[src/rtl/mem_port_arbiter_pkg.sv]
// rtl/mem_port_arbiter_pkg.sv - shared widths and channel encoding for the memory port arbiter
package mem_port_arbiter_pkg;

   localparam int ADDR_W        = 16;
   localparam int DATA_W        = 8;
   localparam int TAG_W_DEFAULT = 13;

   // Channel select: 0 = data memory pipeline, 1 = second requester
   typedef enum logic {
      CH_DATA = 1'b0,
      CH_AUX  = 1'b1
   } chan_t;

endpackage

[src/rtl/mem_resp_fifo.sv]
// rtl/mem_resp_fifo.sv - in-order load-response buffer holding {src, tag, data}
module mem_resp_fifo
   import mem_port_arbiter_pkg::*;
#(
   parameter int TAG_W      = TAG_W_DEFAULT,
   parameter int RESP_DEPTH = 2
) (
   input  logic                              clk,
   input  logic                              rst,
   input  logic                              push,
   input  logic [TAG_W+DATA_W:0]             push_payload,
   input  logic                              pop,
   output logic                              valid,
   output logic [TAG_W+DATA_W:0]             head,
   output logic [$clog2(RESP_DEPTH+1)-1:0]   count
);

   localparam int CNT_W = $clog2(RESP_DEPTH + 1);
   localparam int PTR_W = $clog2(RESP_DEPTH);

   logic [TAG_W+DATA_W:0] store [RESP_DEPTH];
   logic [PTR_W-1:0]      wr_ptr;
   logic [PTR_W-1:0]      rd_ptr;
   logic                  do_pop;

   function automatic logic [PTR_W-1:0] next_ptr(input logic [PTR_W-1:0] p);
      return (p == PTR_W'(RESP_DEPTH - 1)) ? '0 : p + PTR_W'(1);
   endfunction

   assign valid  = (count != '0);
   assign do_pop = pop & valid;
   assign head   = store[rd_ptr];

   // Payload storage; written only on push so the head entry holds while stalled
   always_ff @(posedge clk) begin
      if (push) begin
         store[wr_ptr] <= push_payload;
      end
   end

   // Pointers and occupancy; simultaneous push and pop leave the count unchanged
   always_ff @(posedge clk or posedge rst) begin
      if (rst) begin
         wr_ptr <= '0;
         rd_ptr <= '0;
         count  <= '0;
      end else begin
         if (push) begin
            wr_ptr <= next_ptr(wr_ptr);
         end
         if (do_pop) begin
            rd_ptr <= next_ptr(rd_ptr);
         end
         case ({push, do_pop})
            2'b10:   count <= count + CNT_W'(1);
            2'b01:   count <= count - CNT_W'(1);
            default: count <= count;
         endcase
      end
   end

endmodule

[src/rtl/mem_port_arbiter.sv]
// rtl/mem_port_arbiter.sv - two-channel memory port arbiter with load-response buffer (MEM_PORT_ARB_RR_EN selects round-robin)
module mem_port_arbiter
   import mem_port_arbiter_pkg::*;
#(
   parameter int TAG_W      = TAG_W_DEFAULT,
   parameter int RESP_DEPTH = 2
) (
   input  logic              clk,
   input  logic              rst,
   input  logic              req0_valid,
   output logic              req0_ready,
   input  logic [ADDR_W-1:0] req0_addr,
   input  logic [DATA_W-1:0] req0_wdata,
   input  logic              req0_store,
   input  logic [TAG_W-1:0]  req0_tag,
   input  logic              req1_valid,
   output logic              req1_ready,
   input  logic [ADDR_W-1:0] req1_addr,
   input  logic [DATA_W-1:0] req1_wdata,
   input  logic              req1_store,
   input  logic [TAG_W-1:0]  req1_tag,
   output logic              mem_en,
   output logic              mem_we,
   output logic [ADDR_W-1:0] mem_addr,
   output logic [DATA_W-1:0] mem_wdata,
   input  logic [DATA_W-1:0] mem_rdata,
   output logic              resp_valid,
   input  logic              resp_ready,
   output logic [DATA_W-1:0] resp_data,
   output logic [TAG_W-1:0]  resp_tag,
   output logic              resp_src
);

   localparam int CNT_W = $clog2(RESP_DEPTH + 1);

   logic [CNT_W-1:0] count;
   logic [CNT_W:0]   occupancy;
   logic             inflight;
   logic             inflight_src;
   logic [TAG_W-1:0] inflight_tag;
   logic             pop;
   logic             load_ok;
   logic             adm0;
   logic             adm1;
   logic             fire0;
   logic             fire1;
   logic             load_fire;
   chan_t            prio;

   assign pop = resp_valid & resp_ready;

   // Loads are admitted only while buffered + in-flight responses, net of this cycle's pop, leave room
   always_comb begin
      occupancy = {1'b0, count} + (CNT_W+1)'(inflight) - (CNT_W+1)'(pop);
      load_ok   = (occupancy < (CNT_W+1)'(RESP_DEPTH));
   end

   assign adm0 = req0_store | load_ok;
   assign adm1 = req1_store | load_ok;

   // A channel is ready when admissible and either it holds priority or the other side cannot fire
   assign req0_ready = ~rst & adm0 & ((prio == CH_DATA) | ~(req1_valid & adm1));
   assign req1_ready = ~rst & adm1 & ((prio == CH_AUX)  | ~(req0_valid & adm0));

   assign fire0     = req0_valid & req0_ready;
   assign fire1     = req1_valid & req1_ready;
   assign load_fire = mem_en & ~mem_we;

   // Memory port driven directly by the firing request
   always_comb begin
      mem_en    = fire0 | fire1;
      mem_we    = 1'b0;
      mem_addr  = '0;
      mem_wdata = '0;
      if (fire1) begin
         mem_we    = req1_store;
         mem_addr  = req1_addr;
         mem_wdata = req1_wdata;
      end else if (fire0) begin
         mem_we    = req0_store;
         mem_addr  = req0_addr;
         mem_wdata = req0_wdata;
      end
   end

`ifdef MEM_PORT_ARB_RR_EN
   // Round-robin pointer: the channel that did not fire last gets priority
   always_ff @(posedge clk or posedge rst) begin
      if (rst) begin
         prio <= CH_DATA;
      end else if (fire0) begin
         prio <= CH_AUX;
      end else if (fire1) begin
         prio <= CH_DATA;
      end
   end
`else
   assign prio = CH_DATA;
`endif

   // Track the load whose read data returns next cycle
   always_ff @(posedge clk or posedge rst) begin
      if (rst) begin
         inflight     <= 1'b0;
         inflight_src <= 1'b0;
         inflight_tag <= '0;
      end else begin
         inflight <= load_fire;
         if (load_fire) begin
            inflight_src <= fire1;
            inflight_tag <= fire1 ? req1_tag : req0_tag;
         end
      end
   end

   mem_resp_fifo #(
      .TAG_W      (TAG_W),
      .RESP_DEPTH (RESP_DEPTH)
   ) u_resp_fifo (
      .clk          (clk),
      .rst          (rst),
      .push         (inflight),
      .push_payload ({inflight_src, inflight_tag, mem_rdata}),
      .pop          (pop),
      .valid        (resp_valid),
      .head         ({resp_src, resp_tag, resp_data}),
      .count        (count)
   );

endmodule

[config.mk]
export PLATFORM = sky130hd
export DESIGN_NAME = mem_port_arbiter
export DESIGN_NICKNAME = d
export VERILOG_FILES = /design/src/rtl/mem_port_arbiter_pkg.sv /design/src/rtl/mem_resp_fifo.sv /design/src/rtl/mem_port_arbiter.sv
export SDC_FILE = /design/constraint.sdc
export NUM_CORES = 1
export LEC_CHECK = 0
export CAP_MARGIN = 20
export CORE_MARGIN = 2
export CORE_UTILIZATION = 41
export CTS_CLUSTER_SIZE = 20
export DETAILED_ROUTE_END_ITERATION = 12
export PLACE_DENSITY = 0.8
export SYNTH_ARGS = -nofsm -noshare
export SYNTH_HDL_FRONTEND = slang
export SYNTH_SLANG_ARGS = --single-unit
[constraint.sdc]
create_clock -name clk -period 5 [get_ports clk]
set_input_delay 1.25 -clock clk [delete_from_list [all_inputs] [get_ports clk]]
set_output_delay 1.25 -clock clk [all_outputs]
set_load 0.01 [all_outputs]
==> impl_metrics.csv, run 1 <==
group,metric,value,unit
status,status,"completed",
timing,worst-slew-pin-transition,1000,ps
timing,setup-tns-final,0,ps
clocking,cts.clk_slew.worst_paths,70,ps
detailed_routing,drt-met1-wl,2930,µm
detailed_routing,remaining_drc_errors,0,
critical_path,crit_type,"input port to primary output",
final_layout,drive_gt1_share,25.5,%
synthesis,synth_top_area_share,44.5,%
floorplan,dieArea,7950,µm²
clocking,htree_levels,3,
worst_hold_path,min_path_type,"flop to flop",
detailed_routing,dr_wl_met2,4180,µm
global_routing,overflow,0,
floorplan,initial_core_util,41.6,%
clocking,clock-root-buffer,"clkbuf_8",
final_layout,diodes,0,
final_layout,syn2layout_area_growth,62.6,%
timing,post-route-min-period,4900,ps
detailed_routing,vias,2516,
floorplan,fp.dieH,89.1,µm
timing,drv_slew,0,
floorplan,io_pins,140,
timing,period_share,98.1,%
placed_design,dp_hpwl,5620,µm
floorplan,rows,31,
clocking,numClockSinks,63,
synthesis,syn_inst,218,
critical_path,slowest_delay,560,ps
final_layout,fin_util,67.7,%
final_layout,final_common_cell,"clkdlybuf4s50_1",
clocking,clock_path_buffers,2,
timing,holdWs,470,ps
synthesis,ys_seq_area_share,60.5,%
critical_path,critPathCaptureType,"primary output",
floorplan,design.core.area,7140,µm²
synthesis,yosysUniqueCellTypes,36,
floorplan,die_x,89.1,µm
detailed_routing,route.met3.wl,738,µm
power_and_ir_drop,ir_worst_vdd,0.185,mV
power_and_ir_drop,power_density,482,nW/µm²
synthesis,netlist_area,2970,µm²
global_routing,antenna_found_initial,0,
timing,rsz0062_at_grt,"no",
critical_path,crit_buf_inv,3,
timing,slew_headroom,33.0,%
detailed_routing,wl_per_cell,16.6,µm
critical_path,cp.required,3750,ps
power_and_ir_drop,p_leak,0.00189,µW
synthesis,netlist_top_cells_area,"edfxtp_1 (44%), dfrtp_1 (16%), mux2_2 (8.3%)",
critical_path,cpMaxStageDelayCell,"fa_2",
timing,worst_slack,96.2,ps
global_routing,grt_pass1_wl,11700,µm
critical_path,arrival,3650,ps
synthesis,yosysTopAreaCell,"edfxtp_1",
job,maxCapViolations,0,
detailed_routing,first_pass_iters,4,
detailed_routing,drt-initial-drc-count,142,
synthesis,ys_ff_latch,63,
detailed_routing,routed_wl,7980,µm
global_routing,grt_pass1_vias,2443,
timing,max_freq,204,MHz
final_layout,fin_nets,468,
critical_path,crit_path_start_kind,"input port",
global_routing,grt_use_total,20.0,%
detailed_routing,avgViaCountPerCell,5.24,
critical_path,critPathTopFamily,"adder cells",
global_routing,grt_max_degree,29,
final_layout,final_cell_mix,"clkdlybuf4s50_1 (110), edfxtp_1 (44), a22o_1 (24), mux2_2 (22), clkbuf_2 (22)",
placed_design,portBuffers,139,
synthesis,avgSynthCellArea,13.6,µm²
clocking,ctsHoldBuffers,0,
clocking,clock_latency,330,ps
timing,finClkSkew,5.97,ps
clocking,numCtsBuffers,9,
detailed_routing,highest_layer,"met4",
critical_path,path_max_fanout,13,
critical_path,path_cells,"dlygate4sd2_1 -> and2_4 -> ha_1 -> nand2b_4 -> fa_2 -> nor4bb_1 -> a32oi_1 -> nand2_4 -> buf_16 -> a22o_1 -> buf_2",
detailed_routing,ant_nets,0,
placed_design,gp_congestion,0.831,
synthesis,syn-num-nets,310,
placed_design,place_ws,-440,ps
synthesis,synth_warnings,0,
timing,setup_viol,0,
clocking,cts_tree,"built",
timing,hold_violations,0,
synth_stat cells:
cell type,instances
a21o_1,1
a21oi_2,1
a22o_1,24
a31oi_1,13
a32o_1,1
a32oi_1,1
and2_1,2
buf_1,3
buf_2,7
buf_4,2
buf_6,2
clkbuf_1,2
dfrtp_1,19
edfxtp_1,44
fa_1,1
ha_1,2
inv_1,6
mux2_2,22
mux2i_2,1
nand2_2,1
nand2b_1,1
nand3_1,14
nor2_1,17
nor2b_1,1
nor3_2,1
nor3b_1,1
nor4b_1,1
nor4bb_1,3
o2111ai_1,13
o211a_1,1
o21ai_0,2
or2_1,1
or2_2,1
xnor2_1,2
xnor2_2,1
xor2_1,3
worst reg2reg max path, delay by kind of cell, from the launching register on:
family                   cells  cell delay, ps
flip-flops                   1             470
buffers and inverters        3             350
XOR/XNOR                     1             150
AO/OA/AOI/OAI                2             850
adder cells (fa/ha/maj)      2             610
AND/OR/NAND/NOR              4             690
flip-flops by register name, summed over array words and instances (netlist names):
register / flops
inflight_src: 1
u_resp_fifo.count: 2
u_resp_fifo.store: 44
inflight_tag: 13
inflight: 1
u_resp_fifo.wr_ptr: 1
u_resp_fifo.rd_ptr: 1
power breakdown:
part           leakage, µW  switching (µW)  internal, µW  total [µW]
registers         0.000616             110           710         820
clock network     0.000110             178           293         471
logic              0.00116             435           601        1040
per-layer routing:
layer  track usage [%]  vias up
met2              36.6      130
li1                  -     1181
met3              7.02       12
met1              20.9     1193
met5                 0        -
met4              7.87        0
through the flow:
| stage | area [µm²] | instances | total power [µW] |
|---|---|---|---|
| 6_report | 4830 | 480 | 2330 |
| 2_1_floorplan | 2970 | 218 | 1310 |
| 3_3_place_gp | 4520 | 453 | 1730 |
| 4_1_cts | 4920 | 478 | 2340 |
| 5_1_grt | 4830 | 480 | 2450 |
| 3_5_place_dp | 4520 | 453 | 1760 |
final timing paths:
check	slack [ps]	depth (start not counted)	from	to
worst min register to register	470	0	inflight_tag[2]$_DFFE_PP0P_	u_resp_fifo.store[1][10]$_DFFE_PP_
worst max-delay path	100	11	resp_ready	mem_addr[12]
worst max register to register	1780	12	u_resp_fifo.count[1]$_DFFE_PP0P_	inflight_tag[6]$_DFFE_PP0P_
min in group asynchronous	1750	4	rst	inflight_tag[1]$_DFFE_PP0P_
worst min-delay path	470	0	inflight_tag[2]$_DFFE_PP0P_	u_resp_fifo.store[1][10]$_DFFE_PP_
max in group asynchronous	3050	4	rst	inflight_tag[6]$_DFFE_PP0P_
cell families after synthesis:
kind of cell / synth area share, %
flip-flops: 60.5
AO/OA/AOI/OAI: 15.5
AND/OR/NAND/NOR: 7.87
multiplexers: 8.80
buffers and inverters: 3.83
XOR/XNOR: 2.02
adder cells (fa/ha/maj): 1.52
final cells by class:
cell class,instances,area [µm²]
flip-flops and latches,63,1800
repair buffers,163,1550
fillers,535,2310
clock buffers,12,145
clock inverters,4,70.1
inverters,6,22.5
well taps,99,124
multi-input cells,133,1120
what timing repair did:
action                     4_1_cts  5_1_grt
setup endpoints to repair       28       26
buffers inserted                 7        1
cloned                           3        0
resized for setup               74       26
pin swaps                        5        3
Note: power is estimated with default switching activity, not from simulation.
==> run 2, diff against run 1 <==
Settings changed: ABC_CLOCK_PERIOD_IN_PS set to 5000.
==> results of run 2 <==
Final layout, timing and power as in run 1 (identical DEF).
==> run 3, diff against run 2 <==
Settings changed: CORE_MARGIN 2 to unset.
==> impl_metrics.csv, run 3 (synthesis gave the netlist of run 1 again) <==
group,metric,value,unit
critical_path,crit_type,"input port to primary output",
global_routing,grt_pass1_wl,12000,µm
critical_path,crit_path_start_kind,"input port",
job,maxCapViolations,0,
critical_path,path_max_fanout,6,
detailed_routing,route.met3.wl,568,µm
clocking,clock_path_buffers,2,
final_layout,syn2layout_area_growth,60.0,%
clocking,htree_levels,3,
final_layout,fin_util,68.8,%
worst_hold_path,holdCritStartpoint,"inflight_tag[10]$_DFFE_PP0P_",
detailed_routing,vias,2490,
floorplan,design.core.area,6910,µm²
timing,worst_slack,95.8,ps
floorplan,fp.dieH,87.1,µm
final_layout,largest_reg_flops,44,
timing,period_share,98.1,%
final_layout,fillers,524,
placed_design,portBuffers,139,
critical_path,critPathCaptureType,"primary output",
global_routing,grt_pass1_vias,2545,
detailed_routing,first_pass_iters,4,
critical_path,timing.rr.start,"u_resp_fifo.count[1]$_DFFE_PP0P_",
final_layout,seqCellArea,1800,µm²
clocking,clock_latency,330,ps
timing,max_freq,204,MHz
floorplan,rows,30,
clocking,ctsHoldBuffers,0,
detailed_routing,ant_nets,0,
critical_path,cp.required,3750,ps
clocking,cts_tree,"built",
detailed_routing,drt-initial-drc-count,127,
timing,setup_viol,0,
final_layout,fin_nets,465,
floorplan,initial_core_util,43.0,%
global_routing,grt_use_total,21.3,%
final_layout,top_regs,"u_resp_fifo.store: 44 flops, inflight_tag: 13 flops, u_resp_fifo.count: 2 flops",
power_and_ir_drop,p_leak,0.00185,µW
timing,finClkSkew,6.22,ps
clocking,numClockSinks,63,
floorplan,die_x,87.1,µm
critical_path,ff2ff_setup_slack,1860,ps
timing,slew_headroom,31.7,%
floorplan,dieArea,7590,µm²
timing,post-route-min-period,4900,ps
detailed_routing,drt-met1-wl,2940,µm
power_and_ir_drop,power_density,468,nW/µm²
critical_path,arrival,3650,ps
detailed_routing,avgViaCountPerCell,5.25,
final_layout,final_cell_mix,"clkdlybuf4s50_1 (110), edfxtp_1 (44), buf_2 (26), a22o_1 (24), mux2_2 (22)",
timing,rsz0062_at_grt,"no",
detailed_routing,dr_wl_met2,4200,µm
critical_path,reg2reg_to,"inflight_tag[2]$_DFFE_PP0P_",
final_layout,drive_gt1_share,24.3,%
final_layout,final_common_cell,"clkdlybuf4s50_1",
timing,hold_violations,0,
final_layout,regMostFlops,"u_resp_fifo.store",
global_routing,antenna_found_initial,0,
timing,worst-slew-pin-transition,1030,ps
detailed_routing,highest_layer,"met4",
timing,drv_slew,0,
placed_design,gp_congestion,0.801,
critical_path,r2r_cells,10,
clocking,numCtsBuffers,9,
clocking,clock-root-buffer,"clkbuf_8",
power_and_ir_drop,ir_worst_vdd,0.193,mV
final_layout,diodes,0,
global_routing,grt_max_degree,29,
placed_design,dp_hpwl,5570,µm
floorplan,io_pins,140,
detailed_routing,routed_wl,7860,µm
worst_hold_path,min_path_cells,0,
power_and_ir_drop,total_power,2220,µW
status,status,"completed",
detailed_routing,remaining_drc_errors,0,
global_routing,overflow,0,
detailed_routing,wl_per_cell,16.6,µm
final_layout,multi_input_area,1110,µm²
worst_hold_path,min_path_type,"flop to flop",
placed_design,place_ws,-490,ps
clocking,cts.clk_slew.worst_paths,60,ps
worst_hold_path,min_to,"u_resp_fifo.store[1][18]$_DFFE_PP_",
-- run 3: cell count changes in the layout (fill, tap and decap cells not counted), sizes merged --
cell / before / now
clkinv: 2 / 3
bufinv: 2 / 1
buf: 27 / 46
clkinvlp: 0 / 1
dlygate4sd2: 2 / 3
dlymetal6s2s: 1 / 0
clkbuf: 34 / 11
-- run 3: how the worst max path moves through the flow --
stage	from	to	slack [ps]
2_1_floorplan	resp_ready	mem_addr[10]	370
3_3_place_gp	resp_ready	mem_wdata[0]	-450
3_5_place_dp	resp_ready	mem_wdata[0]	-490
4_1_cts	resp_ready	mem_wdata[0]	110
5_1_grt	resp_ready	mem_wdata[0]	6
6_report	resp_ready	mem_addr[15]	100
-- run 3: report_power, final --
| part | internal, µW | switching (µW) | total, µW | leakage (µW) |
|---|---|---|---|---|
| clock network | 225 | 180 | 405 | 0.0000861 |
| logic | 575 | 418 | 993 | 0.00114 |
| registers | 710 | 115 | 825 | 0.000616 |
-- run 3: metal layers --
layer  global-route usage [%]  vias to the layer above
li1                         -                     1167
met1                     22.2                     1176
met2                     39.9                      131
met3                     6.82                       16
met4                     7.90                        0
met5                        0                        -
-- run 3: final cells by class --
type,instances,share of cell area [%]
multi-input cells,133,23.4
clock inverters,5,1.03
well taps,96,2.53
inverters,6,0.474
clock buffers,11,2.76
repair buffers,160,32.0
flip-flops and latches,63,37.8
-- run 3: what timing repair did --
| action | 4_1_cts | 5_1_grt |
|---|---|---|
| gates resized for setup | 119 | 0 |
| gates cloned | 3 | 0 |
| pin swaps | 6 | 3 |
| buffers inserted | 5 | 1 |
| endpoints found under the setup margin | 28 | 16 |
-- run 3: critical path: stages --
cell and delay [ps]:
dlygate4sd2_1 230, and2_4 140, ha_4 200, nand2b_4 130, fa_2 560, nor4bb_1 70
a32oi_1 270, nand2_2 130, bufbuf_16 290, a22o_1 240, buf_2 140
-- run 3: stage by stage --
| stage | instances | cell area, µm² | setup TNS (ps) | hold slack (ps) |
|---|---|---|---|---|
| floorplan | 218 | 2970 | 0 | 442 |
| global route | 474 | 4750 | 0 | 491 |
| finish | 474 | 4750 | 0 | 474 |
| detailed placement | 448 | 4500 | -12520 | 467 |
| CTS | 472 | 4740 | 0 | 474 |
| global placement | 448 | 4500 | -10870 | 450 |
==> RTL edit 1, RTL diff (config.mk and constraints of run 3) <==
Change the package constant `TAG_W_DEFAULT` from 13 to 11.
--- a/src/rtl/mem_port_arbiter_pkg.sv
+++ b/src/rtl/mem_port_arbiter_pkg.sv
@@ -5,3 +5,3 @@
    localparam int DATA_W        = 8;
-   localparam int TAG_W_DEFAULT = 13;
+   localparam int TAG_W_DEFAULT = 11;
 
Ports: changed (resized req0_tag, req1_tag and resp_tag); port bits go from 140 to 134. The function was not compared with the original's and may differ.
==> RTL edit 1 against run 3 <==
  * Setup slack worse by 0.038 ns
  * Register-to-register slack better by 0.22 ns
  * Utilization is 2.2 points higher
  * Via count is 5.8% lower
  * Routed wire length is 0.36% higher
  * Power is 1.3% lower
  * Sequential cell count is 6 lower
  * Final area is 4.5% lower
  * Combinational power hardly changed
  * Area after synthesis is 7.9% lower
  * Critical path type unchanged
  * Clock power is 14% higher
==> RTL edit 1: results (changes against run 3) <==
dp_hpwl_um: 5410  # was 5570 um
ys_seq_area_share_pct: 59.4  # was 60.5%
num_vias: 2345  # was 2490
synth_commonest_cells: "40 x edfxtp_1, 24 x a22o_1, 20 x mux2_2, 17 x dfrtp_1, 15 x nor2_1"  # was 44 x edfxtp_1, 24 x a22o_1, 22 x mux2_2, 19 x dfrtp_1, 17 x nor2_1
rrSetupSlack_ns: 2.08  # was 1.86 ns
fill_cells: 465  # was 524
grt_max_degree: 25  # was 29
drt-total-wl_um: 7890  # was 7860 um
postSynth.asyncResetShare_pct: 29.8  # was 30.2%
synth_edf_count: 40  # was 44
arrival_ns: 3.69  # was 3.65 ns
grt_pass1_vias: 2503  # was 2545
fin_worst_skew_ns: 0.00949  # was 0.00622 ns
gp_congestion: 0.768  # was 0.801
met3_usage_pct: 6.82  # about the same
use_met2_pct: 42.9  # was 39.9%
status: "complete, no violations"  # unchanged
use_met1_pct: 23.2  # was 22.2%
synth_area_leaders: "edfxtp_1 44%, dfrtp_1 16%, mux2_2 8.2%"  # was edfxtp_1 44%, dfrtp_1 16%, mux2_2 8.3%
r2r_cells: 11  # was 10
switchingPower_uw: 687  # was 713 uW
tightestPinTransition_ns: 0.947  # was 1.03 ns
cp_max_fo: 13  # was 6
layout-drive-gt1-share_pct: 24.1  # was 24.3%
io_buffers: 133  # was 139
grt_pass1_wl_um: 12200  # was 12000 um
top_regs: "u_resp_fifo.store (40), inflight_tag (11), u_resp_fifo.count (2)"  # was u_resp_fifo.store (44), inflight_tag (13), u_resp_fifo.count (2)
nNetsFinal: 440  # was 465
dp_cells: 410  # was 448
leakage_uw: 0.00175  # was 0.00185 uW
grt_use_total_pct: 22.7  # was 21.3%
postSynthCellCount: 201  # was 218
synth.distinct_cells: 35  # was 36
synth_nets: 289  # was 310
[RTL edit 1: worst paths after layout]
check                                      from                      end
max in group asynchronous                   rst          inflight_tag[8]
max reg2reg                u_resp_fifo.count[1]          inflight_tag[5]
min reg2reg                     inflight_tag[0]  u_resp_fifo.store[0][8]
min                             inflight_tag[0]  u_resp_fifo.store[0][8]
max                                  resp_ready              mem_addr[1]
min in group asynchronous                   rst       u_resp_fifo.wr_ptr
[RTL edit 1: final cells by class]
| class | instances | share of cell area, % |
|---|---|---|
| clock buffers | 13 | 3.28 |
| repair buffers | 155 | 33.2 |
| clock inverters | 3 | 1.41 |
| flip-flops and latches | 57 | 35.8 |
| well taps | 77 | 2.12 |
| inverters | 6 | 0.496 |
| multi-input cells | 123 | 23.7 |
[RTL edit 1: cell families (layout without fill, tap and decap cells)]
logic type | after synthesis | in the layout | share of synthesized area (%)
flops | 57 | 57 | 59.4
compound gates | 53 | 53 | 16.0
simple gates | 40 | 40 | 8.14
mux | 21 | 21 | 8.73
buf+inv | 21 | 177 | 3.88
xor+xnor | 6 | 6 | 2.19
fa+ha+maj | 3 | 3 | 1.65
[RTL edit 1: per-layer routing]
layer / wire length, um / part of all wire [%]
met4: 139 / 1.8
met2: 4310 / 55
met5: 0 / 0
met1: 2870 / 36
met3: 575 / 7.3
[RTL edit 1: power by group through the flow]
| stage | clock network [uW] | logic [uW] | registers [uW] |
|---|---|---|---|
| 5_1_grt | 491 | 1060 | 752 |
| 3_3_place_gp | 0 | 898 | 738 |
| 6_report | 462 | 995 | 738 |
| 4_1_cts | 469 | 989 | 740 |
| 2_1_floorplan | 0 | 516 | 696 |
| 3_5_place_dp | 0 | 916 | 748 |
[RTL edit 1: repair_timing]
item / CTS / global route
gates resized for setup: 60 / 24
setup buffers: 3 / 1
endpoints found under the setup margin: 28 / 26
pin swaps: 5 / 3
gates cloned: 3 / 0
[RTL edit 1: critical path: stages]
cell,delay [ns]
dlygate4sd2_1,0.23
and2_4,0.16
ha_4,0.20
nand2b_4,0.13
fa_2,0.35
xnor2_2,0.18
buf_4,0.16
mux2i_4,0.26
nand2_4,0.13
buf_12,0.18
a22o_1,0.23
clkdlybuf4s15_1,0.23
[RTL edit 1: per-stage QoR]
| step | hold slack [ns] | setup slack (ns) | instance area [um2] | power (uW) | utilization [%] |
|---|---|---|---|---|---|
| after global placement | 0.449 | -0.384 | 4210 | 1640 | 66.0 |
| after detailed placement | 0.459 | -0.426 | 4210 | 1660 | 66.0 |
| after global routing | 0.480 | -0.0177 | 4540 | 2300 | 71.1 |
| after floorplan | 0.442 | 0.393 | 2740 | 1210 | - |
| final | 0.466 | 0.0575 | 4540 | 2190 | 71.1 |
| after CTS | 0.469 | 0.000456 | 4570 | 2200 | 71.5 |
==> RTL edit 2, RTL diff (flow settings as in run 3) <==
Without the edit above. Add a define of `MEM_PORT_ARB_RR_EN`.
--- a/src/rtl/mem_port_arbiter.sv
+++ b/src/rtl/mem_port_arbiter.sv
@@ -1,2 +1,4 @@
 // rtl/mem_port_arbiter.sv - two-channel memory port arbiter with load-response buffer (MEM_PORT_ARB_RR_EN selects round-robin)
+`define MEM_PORT_ARB_RR_EN
+
 module mem_port_arbiter
Function: changed (a bounded check fails within 4 cycles, from zero or initial values and one cycle with rst high).
==> RTL edit 2 against run 3 <==
  * Critical path depth is 1 higher
  * Routed wire length down 7.2%
  * Clock skew is 0.00054 ns higher
  * Final area is 0.11% higher
  * Non-clock buffer count is 3 lower
  * Area after synthesis decreased by 1.1%
  * Power is 3.9% higher
  * Setup slack worse by 0.017 ns
  * Synthesized cell count down 11%
  * Sequential cell count is 1 higher
  * Critical path type unchanged
==> RTL edit 2: results (changes against run 3) <==
status: "complete, no violations"  # unchanged
postSynthCellCount: 193  # was 218
hold_path_end: "u_resp_fifo.store[0][11]"  # was u_resp_fifo.store[1][18]
ys.flop_type: "edfxtp_1"  # unchanged
fin_tns_setup_ns: 0  # unchanged
synth_area_leaders: "edfxtp_1 45%, dfrtp_1 17%, mux2_2 8.4%"  # was edfxtp_1 44%, dfrtp_1 16%, mux2_2 8.3%
worstHoldStart: "inflight_tag[3]"  # was inflight_tag[10]
cts_max_path_buffers: 2  # unchanged
finalNonFillerCells: 451  # was 474
grt_pass1_wl_um: 11500  # was 12000 um
r2r-end: "inflight_tag[3]"  # was inflight_tag[2]
r2r_cells: 11  # was 10
dp_hpwl_um: 5160  # was 5570 um
clk_latency_ns: 0.33  # about the same
cts_root_buf: "clkbuf_8"  # unchanged
p_int_uw: 1600  # was 1510 uW
fin_worst_skew_ns: 0.00676  # was 0.00622 ns
grt_use_total_pct: 20.3  # was 21.3%
postSynth.asyncResetShare_pct: 31.3  # was 30.2%
num_antenna_cells: 0  # unchanged
rrSetupSlack_ns: 1.59  # was 1.86 ns
dp_cells: 426  # was 448
tightestPinTransition_ns: 1.01  # was 1.03 ns
drt-total-wl_um: 7300  # was 7860 um
crit_family: "buffers and inverters"  # was adder cells
ys_seq_area_share_pct: 62.0  # was 60.5%
layout-drive-gt1-share_pct: 24.8  # was 24.3%
start_util_pct: 42.8  # was 43.0%
nNetsFinal: 442  # was 465
clk_pin_slew_ns: 0.06  # about the same
grt_antenna_before_repair: 0  # unchanged
htree_num_levels: 3  # unchanged
cp_max_fo: 7  # was 6
synth_nets: 285  # was 310
reg2reg_from: "u_resp_fifo.count[1]"  # unchanged
cpPeakStageDelay_ns: 0.54  # was 0.56 ns
io_buffers: 139  # unchanged
pre_cts_ws_ns: -0.498  # was -0.490 ns
grt_max_degree: 24  # was 29
vdd.ir_drop.worst_v: 0.000217  # was 0.000193 V
leakage_uw: 0.00184  # was 0.00185 uW
drt_iter0_markers: 47  # was 127
synth_commonest_cells: "44 x edfxtp_1, 24 x a22o_1, 22 x mux2_2, 20 x dfrtp_1"  # was 44 x edfxtp_1, 24 x a22o_1, 22 x mux2_2, 19 x dfrtp_1, 17 x nor2_1
synth.distinct_cells: 36  # unchanged
viasPerCell: 5.08  # was 5.25
grt_pass1_vias: 2475  # was 2545
gp_congestion: 0.778  # was 0.801
arrival_ns: 3.67  # was 3.65 ns
synth_edf_count: 44  # unchanged
cts_made_buffers: 9  # unchanged
fin_crit_ns: 4.92  # was 4.90 ns
==> RTL edit 2: per-stage QoR <==
stage	util, %	area (um2)	hold WS (ns)
after floorplan	-	2940	0.442
after global placement	64.9	4460	0.449
after detailed placement	65.1	4470	0.455
after CTS	69.3	4760	0.470
after global routing	69.3	4760	0.481
final	69.3	4760	0.468
==> RTL edit 2: worst max-delay path by stage <==
stage / startpoint / endpoint / slack (ns)
after floorplan: resp_ready / mem_addr[10] / 0.45
after global placement: resp_ready / mem_en / -0.44
after detailed placement: resp_ready / mem_en / -0.50
after CTS: resp_ready / req0_ready / 0.008
after global routing: resp_ready / mem_addr[4] / 0.02
final: resp_ready / mem_addr[4] / 0.08
==> RTL edit 2: cell type report <==
class | count | area (um2)
Clock buffer | 10 | 128
Clock inverter | 6 | 60.1
Fill cell | 507 | 2110
Inverter | 5 | 18.8
Multi-Input combinational cell | 113 | 1080
Sequential cell | 64 | 1820
Tap cell | 96 | 120
Timing Repair Buffer | 157 | 1530
==> RTL edit 2: timing repair <==
action | 4_1_cts | 5_1_grt
cloned | 2 | 0
gates resized for setup | 77 | 12
endpoints found under the hold margin | 0 | 0
setup endpoints to repair | 28 | 22
pin swaps | 8 | 5
setup buffers | 6 | 1
==> RTL edit 2: routing by layer <==
metal	GRT usage, %	vias up	wire length [um]
li1	-	1074	-
met1	22.0	1105	2830
met2	36.7	104	3820
met3	6.48	8	550
met4	8.33	0	103
met5	0	-	0
==> RTL edit 2: cell families after synthesis <==
kind of cell	count (synthesis)	synth area share, %
adders and majority gates	3	1.53
muxes	22	8.43
and+or+nand+nor	23	4.85
buffers and inverters	16	3.45
DFF	64	62.0
xor gates and xnor gates	6	2.04
AOI/OAI and AO/OA	59	17.7
==> RTL edit 2: power groups by stage <==
stage / Clock [uW] / Combinational, uW / Sequential [uW]
2_1_floorplan: 0 / 546 / 792
3_3_place_gp: 0 / 916 / 837
3_5_place_dp: 0 / 934 / 847
4_1_cts: 422 / 1040 / 838
5_1_grt: 448 / 1140 / 853
6_report: 416 / 1060 / 837
